**src/rtl/legv8_pkg.sv**
```systemverilog
// Shared LEGv8 encoding definitions: instruction classes, opcode constants
// (also used by the main decoder), immediate field widths and encoder FSM states.
package legv8_pkg;

    typedef enum logic [3:0] {
        OP_LDUR = 4'd0,
        OP_STUR = 4'd1,
        OP_CBZ  = 4'd2,
        OP_ADD  = 4'd3,
        OP_SUB  = 4'd4,
        OP_AND  = 4'd5,
        OP_ORR  = 4'd6,
        OP_B    = 4'd7,
        OP_BR   = 4'd8
    } op_e;

    typedef enum logic [1:0] {
        ST_IDLE = 2'd0,
        ST_LOAD = 2'd1,
        ST_DONE = 2'd2
    } enc_state_e;

    localparam logic [10:0] OPC_LDUR = 11'b11111000010;
    localparam logic [10:0] OPC_STUR = 11'b11111000000;
    localparam logic [10:0] OPC_ADD  = 11'b10001011000;
    localparam logic [10:0] OPC_SUB  = 11'b11001011000;
    localparam logic [10:0] OPC_AND  = 11'b10001010000;
    localparam logic [10:0] OPC_ORR  = 11'b10101010000;
    localparam logic [10:0] OPC_BR   = 11'b11010110000;
    localparam logic [7:0]  OPC_CBZ  = 8'b10110100;
    localparam logic [5:0]  OPC_B    = 6'b000101;

    localparam int IMM_W_D  = 9;
    localparam int IMM_W_CB = 19;
    localparam int IMM_W_B  = 26;

    // True when imm survives truncation to 'width' bits and sign-extension back,
    // i.e. every bit from width-1 upward equals the sign bit.
    function automatic logic imm_fits(input logic [25:0] imm, input int width);
        logic ok;
        ok = 1'b1;
        for (int i = 0; i < 26; i++) begin
            if ((i >= width - 1) && (imm[i] != imm[25])) begin
                ok = 1'b0;
            end
        end
        return ok;
    endfunction

endpackage

```
**src/rtl/instr_pack.sv**
```systemverilog
// Combinational field packer: turns an instruction class plus register and
// immediate fields into a 32-bit LEGv8 word, flagging unknown classes and
// immediates that do not fit their encoded field.
module instr_pack
    import legv8_pkg::*;
(
    input  logic [3:0]  op_i,
    input  logic [4:0]  rd_i,
    input  logic [4:0]  rn_i,
    input  logic [4:0]  rm_i,
    input  logic [25:0] imm_i,
    output logic [31:0] word_o,
    output logic        illegal_o,
    output logic        range_err_o
);

    // Select the encoding format by class; R-type and BR ignore the immediate.
    always_comb begin
        word_o      = '0;
        illegal_o   = 1'b0;
        range_err_o = 1'b0;
        case (op_i)
            OP_LDUR: begin
                word_o      = {OPC_LDUR, imm_i[8:0], 2'b00, rn_i, rd_i};
                range_err_o = !imm_fits(imm_i, IMM_W_D);
            end
            OP_STUR: begin
                word_o      = {OPC_STUR, imm_i[8:0], 2'b00, rn_i, rd_i};
                range_err_o = !imm_fits(imm_i, IMM_W_D);
            end
            OP_CBZ: begin
                word_o      = {OPC_CBZ, imm_i[18:0], rd_i};
                range_err_o = !imm_fits(imm_i, IMM_W_CB);
            end
            OP_ADD:  word_o = {OPC_ADD, rm_i, 6'b000000, rn_i, rd_i};
            OP_SUB:  word_o = {OPC_SUB, rm_i, 6'b000000, rn_i, rd_i};
            OP_AND:  word_o = {OPC_AND, rm_i, 6'b000000, rn_i, rd_i};
            OP_ORR:  word_o = {OPC_ORR, rm_i, 6'b000000, rn_i, rd_i};
            OP_B: begin
                word_o      = {OPC_B, imm_i};
                range_err_o = !imm_fits(imm_i, IMM_W_B);
            end
            OP_BR:   word_o = {OPC_BR, 5'b11111, 6'b000000, rn_i, 5'b00000};
            default: illegal_o = 1'b1;
        endcase
    end

endmodule

```
**src/rtl/instr_encoder.sv**
```systemverilog
// Sequential LEGv8 program loader: accepts field beats while loading, packs
// each into an instruction word and writes it to consecutive imem addresses.
// Rejected beats are consumed without a write and raise the error flags.
module instr_encoder
    import legv8_pkg::*;
#(
    parameter int ADDR_W = 6
) (
    input  logic              clk,
    input  logic              reset,
    input  logic              start,
    input  logic              finish,
    input  logic              in_valid,
    output logic              in_ready,
    input  logic [3:0]        in_op,
    input  logic [4:0]        in_rd,
    input  logic [4:0]        in_rn,
    input  logic [4:0]        in_rm,
    input  logic [25:0]       in_imm,
    output logic              imem_we,
    output logic [ADDR_W-1:0] imem_addr,
    output logic [31:0]       imem_wdata,
    output logic [ADDR_W:0]   count,
    output logic              done,
    output logic              err_pulse,
    output logic              err_sticky
);

    localparam logic [ADDR_W:0] DEPTH_C = {1'b1, {ADDR_W{1'b0}}};

    enc_state_e        state_q;
    logic [ADDR_W:0]   count_q;
    logic [ADDR_W:0]   count_d;
    logic              we_q;
    logic [ADDR_W-1:0] addr_q;
    logic [31:0]       wdata_q;
    logic              done_q;
    logic              err_pulse_q;
    logic              err_sticky_q;

    logic [31:0]       word;
    logic              illegal;
    logic              range_err;
    logic              accept;

    instr_pack u_pack (
        .op_i        (in_op),
        .rd_i        (in_rd),
        .rn_i        (in_rn),
        .rm_i        (in_rm),
        .imm_i       (in_imm),
        .word_o      (word),
        .illegal_o   (illegal),
        .range_err_o (range_err)
    );

    // Ready only while loading and memory is not yet full; no address wrap.
    assign in_ready = (state_q == ST_LOAD) && (count_q < DEPTH_C);
    assign accept   = in_valid && in_ready;
    assign count_d  = count_q + 1'b1;

    // Load FSM, word counter and registered write/status outputs.
    always_ff @(posedge clk) begin
        if (!reset) begin
            state_q      <= ST_IDLE;
            count_q      <= '0;
            we_q         <= 1'b0;
            addr_q       <= '0;
            wdata_q      <= '0;
            done_q       <= 1'b0;
            err_pulse_q  <= 1'b0;
            err_sticky_q <= 1'b0;
        end else begin
            we_q        <= 1'b0;
            err_pulse_q <= 1'b0;
            case (state_q)
                ST_IDLE, ST_DONE: begin
                    if (start) begin
                        state_q      <= ST_LOAD;
                        count_q      <= '0;
                        err_sticky_q <= 1'b0;
                        done_q       <= 1'b0;
                    end
                end
                ST_LOAD: begin
                    if (accept) begin
                        if (illegal || range_err) begin
                            err_pulse_q  <= 1'b1;
                            err_sticky_q <= 1'b1;
                        end else begin
                            we_q    <= 1'b1;
                            addr_q  <= count_q[ADDR_W-1:0];
                            wdata_q <= word;
                            count_q <= count_d;
                        end
                    end
                    // A beat accepted alongside finish is still written.
                    if (finish) begin
                        state_q <= ST_DONE;
                        done_q  <= 1'b1;
                    end
                end
                default: state_q <= ST_IDLE;
            endcase
        end
    end

    assign imem_we    = we_q;
    assign imem_addr  = addr_q;
    assign imem_wdata = wdata_q;
    assign count      = count_q;
    assign done       = done_q;
    assign err_pulse  = err_pulse_q;
    assign err_sticky = err_sticky_q;

endmodule

```
**config.mk**
```make
export PLATFORM = sky130hd
export DESIGN_NAME = instr_encoder
export DESIGN_NICKNAME = d
export VERILOG_FILES = /design/src/rtl/legv8_pkg.sv /design/src/rtl/instr_pack.sv /design/src/rtl/instr_encoder.sv
export SDC_FILE = /design/constraint.sdc
export NUM_CORES = 1
export LEC_CHECK = 0
export ABC_AREA = 0
export CAP_MARGIN = 20
export CELL_PAD_IN_SITES_DETAIL_PLACEMENT = 1
export CELL_PAD_IN_SITES_GLOBAL_PLACEMENT = 1
export CORE_ASPECT_RATIO = 2
export CORE_MARGIN = 1.5
export CORE_UTILIZATION = 34
export CTS_CLUSTER_DIAMETER = 40
export DETAILED_ROUTE_END_ITERATION = 8
export PLACE_DENSITY_LB_ADDON = 0.1
export SYNTH_ARGS = -nofsm -noshare
export SYNTH_HDL_FRONTEND = slang
export SYNTH_SLANG_ARGS = --single-unit
```
**constraint.sdc**
```tcl
create_clock -name clk -period 6.06 [get_ports clk]
set_input_delay 1.212 -clock clk [delete_from_list [all_inputs] [get_ports clk]]
set_output_delay 1.212 -clock clk [all_outputs]
set_load 0.05 [all_outputs]
```
### Word level (Yosys, flattened, before mapping)

Index checks and enable logic that the tools add are counted.

| storage, ports and cells | value |
|---|---|
| logic and storage cells | 107 |
| output and inout port bits | 50 |
| register bits after elaboration | 51 |
| input bits | 50 |

| cells by class | value |
|---|---|
| muxes and demuxes | 46 |
| bitwise operators | 1 |
| reduce and logical (&&, ||, !) cells | 18 |
| magnitude comparators | 1 |
| eq/ne operators | 32 |
| add/sub/neg operators | 1 |

Operator list:

| cell | count |
|---|---|
| $pmux 32 s9 | 1 |
| $mux 1 | 35 |
| $mux 7 | 3 |
| $ne 1x1->1 | 17 |
| $eq 4x3->1 const B | 4 |
| $pmux 7 s2 | 1 |
| $reduce_and 3->1 | 3 |
| $reduce_or 9->1 | 1 |
| $eq 4x2->1 const B | 2 |
| $ne 2x2->1 const B | 4 |
| $reduce_and 4->1 | 2 |
| $add 7x1->7 const B | 1 |
| $lt 7x7->1 const B | 1 |
| $eq 4x1->1 const B | 1 |
| $eq 4x4->1 const B | 1 |
| $logic_not 1->1 | 4 |
| $logic_not 4->1 | 1 |
| $mux 2 | 2 |
| $pmux 1 s2 | 2 |
| $pmux 1 s4 | 1 |
| $pmux 2 s2 | 1 |
| $eq 2x1->1 const B | 1 |
| $eq 2x2->1 const B | 1 |
| $logic_and 1x1->1 | 2 |
| 7 further kinds | 7 |

### Depth between registers and ports, before layout

| logic depth | value |
|---|---|
| depth after elaboration | 25 |
| mapped depth | 9 |
| gate-level depth less buffers | 6 |

### Hierarchy

From an unflattened synthesis, not the netlist that was laid out.

| unflattened totals | value |
|---|---|
| cell total of the unflattened synthesis | 382 |
| area total of the unflattened synthesis | 2,892.8 um^2 |

By module, submodules not included:

| module | cells an instance | area each (um^2) | instances | sequential area each (um^2) |
|---|---|---|---|---|
| instr_encoder | 241 | 2,033.2 | 1 | 1,021.0 |
| instr_pack | 141 | 859.6 | 1 | 0.0 |

### Worst setup path before layout

No wires, ideal clock.

| timing | value |
|---|---|
| path kind | input port to flip-flop |
| from | input port in_imm[14] |
| to | register wdata_q[24] (netlist: imem_wdata[24]) |
| setup time | 0.126 ns |
| data arrival time | 2.808 ns |
| slack | 3.126 ns |
| stages | 7 |
| required time | 5.934 ns |
| path buffers | 1 |
| cell sequence | or4_1 nor4_2 o21ai_2 a211oi_4 buf_2 nand3b_1 o31ai_1 |

| on the way | value |
|---|---|
| cells in the longest elaborated chain, start to end | 18 |
| elaborated cells between the ends (all ways) | 20 |
| classes of those cells | eq/ne (1); mux (14); bitwise (1); reduce/logical (4) |

RTL lines:

| item | line | RTL |
|---|---|---|
| start: declaration | instr_encoder.sv:19 | `input logic [25:0] in_imm,` |
| $ne 1x1->1 * | legv8_pkg.sv:43 | `if ((i >= width - 1) && (imm[i] != imm[25])) begin` |
| $mux 1 * (11 in series) | legv8_pkg.sv:43 |  |
| $mux 1 | instr_pack.sv:22 | `case (op_i)` |
| $logic_not 1->1, on equally long branches | instr_pack.sv:29, instr_pack.sv:25 |  |
| $pmux 1 s4 * | instr_pack.sv:22 |  |
| $logic_or 1x1->1 * | instr_encoder.sv:87 | `if (illegal \|\| range_err) begin` |
| $not 1->1 (no source line) * | -- |  |
| $reduce_and 3->1 (no source line) * | -- |  |
| end signal: assignment | instr_encoder.sv:93 | `wdata_q <= word;` |
| end: declaration | instr_encoder.sv:36 | `logic [31:0] wdata_q;` |

Mark *: on every way between the ends. The rest lies on a longest branch, timed or not. The select of a mux whose other input is x is not followed.
A chain may end at the register's enable or synchronous reset.

### Final worst setup path

| timing | value |
|---|---|
| from | input port in_op[2] |
| to | register wdata_q[25] (netlist: imem_wdata[25]) |

| on the way | value |
|---|---|
| cells in the longest elaborated chain, start to end | 6 |
| elaborated cells between the ends (all ways) | 16 |
| classes of those cells | eq/ne (8); mux (3); bitwise (1); reduce/logical (4) |

RTL lines:

| item | line | RTL |
|---|---|---|
| start: declaration | instr_encoder.sv:15 | `input logic [3:0] in_op,` |
| $eq 4x2->1, or another cell as far along | instr_pack.sv:22 |  |
| $reduce_or 9->1 (no source line) | -- |  |
| $mux 1 | instr_pack.sv:22 |  |
| $logic_or 1x1->1 | instr_encoder.sv:87 |  |
| $not 1->1 (no source line) | -- |  |
| $reduce_and 3->1 (no source line) | -- |  |

Parallel ways exist; a longest one is shown, timed or not.

==> flow_metrics.py <==
metrics = {
    "logic_synthesis": {
        "ys_seq_elements": 51,
        "synth_edf_count": 0,
        "yosysMostFrequentCell": "dfxtp_1",
        "synthTopCellsByArea": "dfxtp_1 39%, nand2_1 5.8%, o211a_1 5.7%, nand3_1 5.5%, mux2i_1 5.3%",
        "yosysWarnings": 0,
        "synth.avg_cell_area_sq_um": 8.444,
        "synth-async-reset-ratio_pct": 0,
        "yosys.area.top_type_share_pct": 38.51,
        "synth.largest_area_cell": "dfxtp_1",
        "yosys-top-cells-count": "51 x dfxtp_1, 41 x nand2_1, 29 x nand3_1",
        "seq_area_frac_synth_pct": 38.51,
        "netlist_area_sq_mm": 0.002651,
        "synth_cell_types": 47,
        "syn_inst": 314,
        "syn-num-nets": 365,
        "synth_ff_type": "dfxtp_1",
    },
    "hold_path": {
        "worstHoldEndpoint": "imem_wdata[30]",
        "hold_depth": 2,
        "hold_class": "register to register",
        "worstHoldStart": "imem_wdata[30]",
    },
    "detailed_routing": {
        "drc": 0,
        "finalWirelength_um": 8738,
        "routedWlPerCell_um": 17.72,
        "drtIter0Drc": 127,
        "vias": 2778,
        "drt-vias-per-instance": 5.635,
        "antenna_left": 0,
        "first_pass_iters": 4,
    },
    "global_route": {
        "grt_max_degree": 68,
        "grtUsageTotal_pct": 21.90,
        "antenna_found_initial": 0,
        "grt_pass1_wl_um": 14100,
        "grt_pass1_vias": 2891,
        "overflow": 0,
    },
    "worst_setup_path": {
        "required_ns": 6.25,
        "crit_arrival_ns": 4.11,
        "crit_path_end_kind": "register",
        "reg2reg_depth": 6,
        "crit_fanout": 67,
        "start_kind": "input port",
        "r2r_start": "count[6]",
        "rr_endpoint": "count[6]",
        "rrSetupSlack_ns": 4.04,
        "path_class": "input port to register",
    },
    "sta": {
        "setup_viol": 0,
        "finClkSkew_ns": 0.002411,
        "hold_violations": 0,
        "rsz0062_at_grt": "false",
        "fmax_mhz": 255.3,
        "period_needed_ns": 3.917,
        "final_max_slew_viol_count": 0,
        "slew_headroom_pct": 31.26,
        "tns_ns": 0,
        "whs_ns": 0.4510,
        "worst_slew_pin_slew_ns": 1.027,
        "final.period_utilization_pct": 64.64,
    },
    "final_layout": {
        "final_area_sq_mm": 0.003822,
        "antenna-diode-count": 0,
        "utilization_pct": 50.29,
        "drive_gt1_share_pct": 4.261,
        "final_nets": 449,
        "n_fill_cell": 923,
        "regArea_sq_mm": 0.001021,
        "area_growth_pct": 44.17,
        "multi_input_area_sq_mm": 0.001508,
    },
    "placed_design": {
        "postPlaceCellArea_sq_mm": 0.003671,
        "io_buffers": 99,
        "gp_congestion": 0.7943,
        "dp_hpwl_um": 6627,
    },
    "power": {
        "power_w": 0.0007947,
        "p_leak_nw": 1.464,
        "powerDensity_mw_per_mm2": 207.9,
        "vdd_drop_max_mv": 0.1157,
    },
    "clocking": {
        "cts.clk_slew.worst_paths_ns": 0.07,
        "cts_buffer_depth": 2,
        "cts_max_level": 2,
        "ctsHoldBuffers": 0,
        "ctsResizeCount": 0,
        "clkLatencyLatePin_ns": 0.29,
        "cts_setup_buffers": 0,
        "cts_made_buffers": 5,
        "cts_num_sinks": 51,
        "cts_tree": "yes",
        "cts_root_buffer": "clkbuf_16",
    },
    "floorplan": {
        "die_width_um": 65.44,
        "dieArea_sq_mm": 0.008368,
        "die_h_um": 127.9,
        "rows": 45,
        "coreArea_sq_mm": 0.007601,
        "ios": 100,
        "start_util_pct": 34.88,
    },
    "outcome": {
        "status": "finished clean",
    },
    "job": {
        "maxCapViolations": 0,
    },
}
==> power breakdown <==
group / internal [W] / switching [W]
Combinational: 0.0000648 / 0.0000907
Sequential: 0.000343 / 0.00000543
Clock: 0.000165 / 0.000125
==> flip-flops by register name (all words and copies together), names as in the netlist <==
| register | flops |
|---|---|
| err_sticky | 1 |
| imem_wdata | 32 |
| err_pulse | 1 |
| count | 7 |
| imem_addr | 6 |
| done | 1 |
| state_q | 2 |
| imem_we | 1 |
==> logic make-up after synthesis <==
kind of cell | after synthesis | share of synthesized area (%)
buffers and inverters | 27 | 4.860
muxes | 14 | 5.285
xor gates and xnor gates | 4 | 1.321
adders and majority gates | 1 | 0.4718
and+or+nand+nor | 129 | 24.45
DFF | 51 | 38.51
AOI/OAI and AO/OA | 88 | 25.11
==> cell usage in the layout (no fill, tap or decap), types with 8 or more instances in the layout <==
cell              n
clkdlybuf4s50_1  99
o21ai_1          13
dfxtp_1          51
a22oi_1          14
nand2_1          41
o211a_1          15
mux2i_1          14
o31ai_1           8
nor2_1           19
nand3b_1          8
nand3_1          29
==> routing by layer <==
layer	global-route usage, %	vias to the layer above	part of all wire (%)
met4	11.89	0	4.2
met3	3.336	24	4.1
li1	-	1332	-
met1	22.03	1329	37
met2	41.36	93	55
met5	0	-	0
==> layout make-up <==
type / count / share of cell area (%)
Multi-Input combinational cell: 236 / 39.44
Tap cell: 94 / 3.077
Timing Repair Buffer: 103 / 26.71
Inverter: 1 / 0.09820
Clock inverter: 1 / 0.2291
Sequential cell: 51 / 26.71
Clock buffer: 7 / 3.732
==> stage by stage <==
step	cells	worst slack, ns
2_1_floorplan	314	3.126
3_3_place_gp	485	1.959
3_5_place_dp	485	1.874
4_1_cts	493	2.194
5_1_grt	493	1.901
6_report	493	2.143
==> worst max-delay path: stages <==
cell and delay, ns:
clkdlybuf4s50_1 0.87, o31a_1 0.48, a31oi_1 0.19, o21ai_1 0.18
a211oi_4 0.24, buf_4 0.52, o311ai_1 0.19, o211a_1 0.16
==> how the worst max path moves through the flow <==
stage,slack (ns),from,end,cells after the start
global placement,1.96,in_op[2],imem_wdata[25],8
finish,2.14,in_op[2],imem_wdata[25],8
CTS,2.19,in_op[2],imem_wdata[25],8
detailed placement,1.87,in_op[2],imem_wdata[25],8
floorplan,3.13,in_imm[14],imem_wdata[24],7
global route,1.90,in_op[2],imem_wdata[25],8
Note: power is estimated with default switching activity, not from simulation.
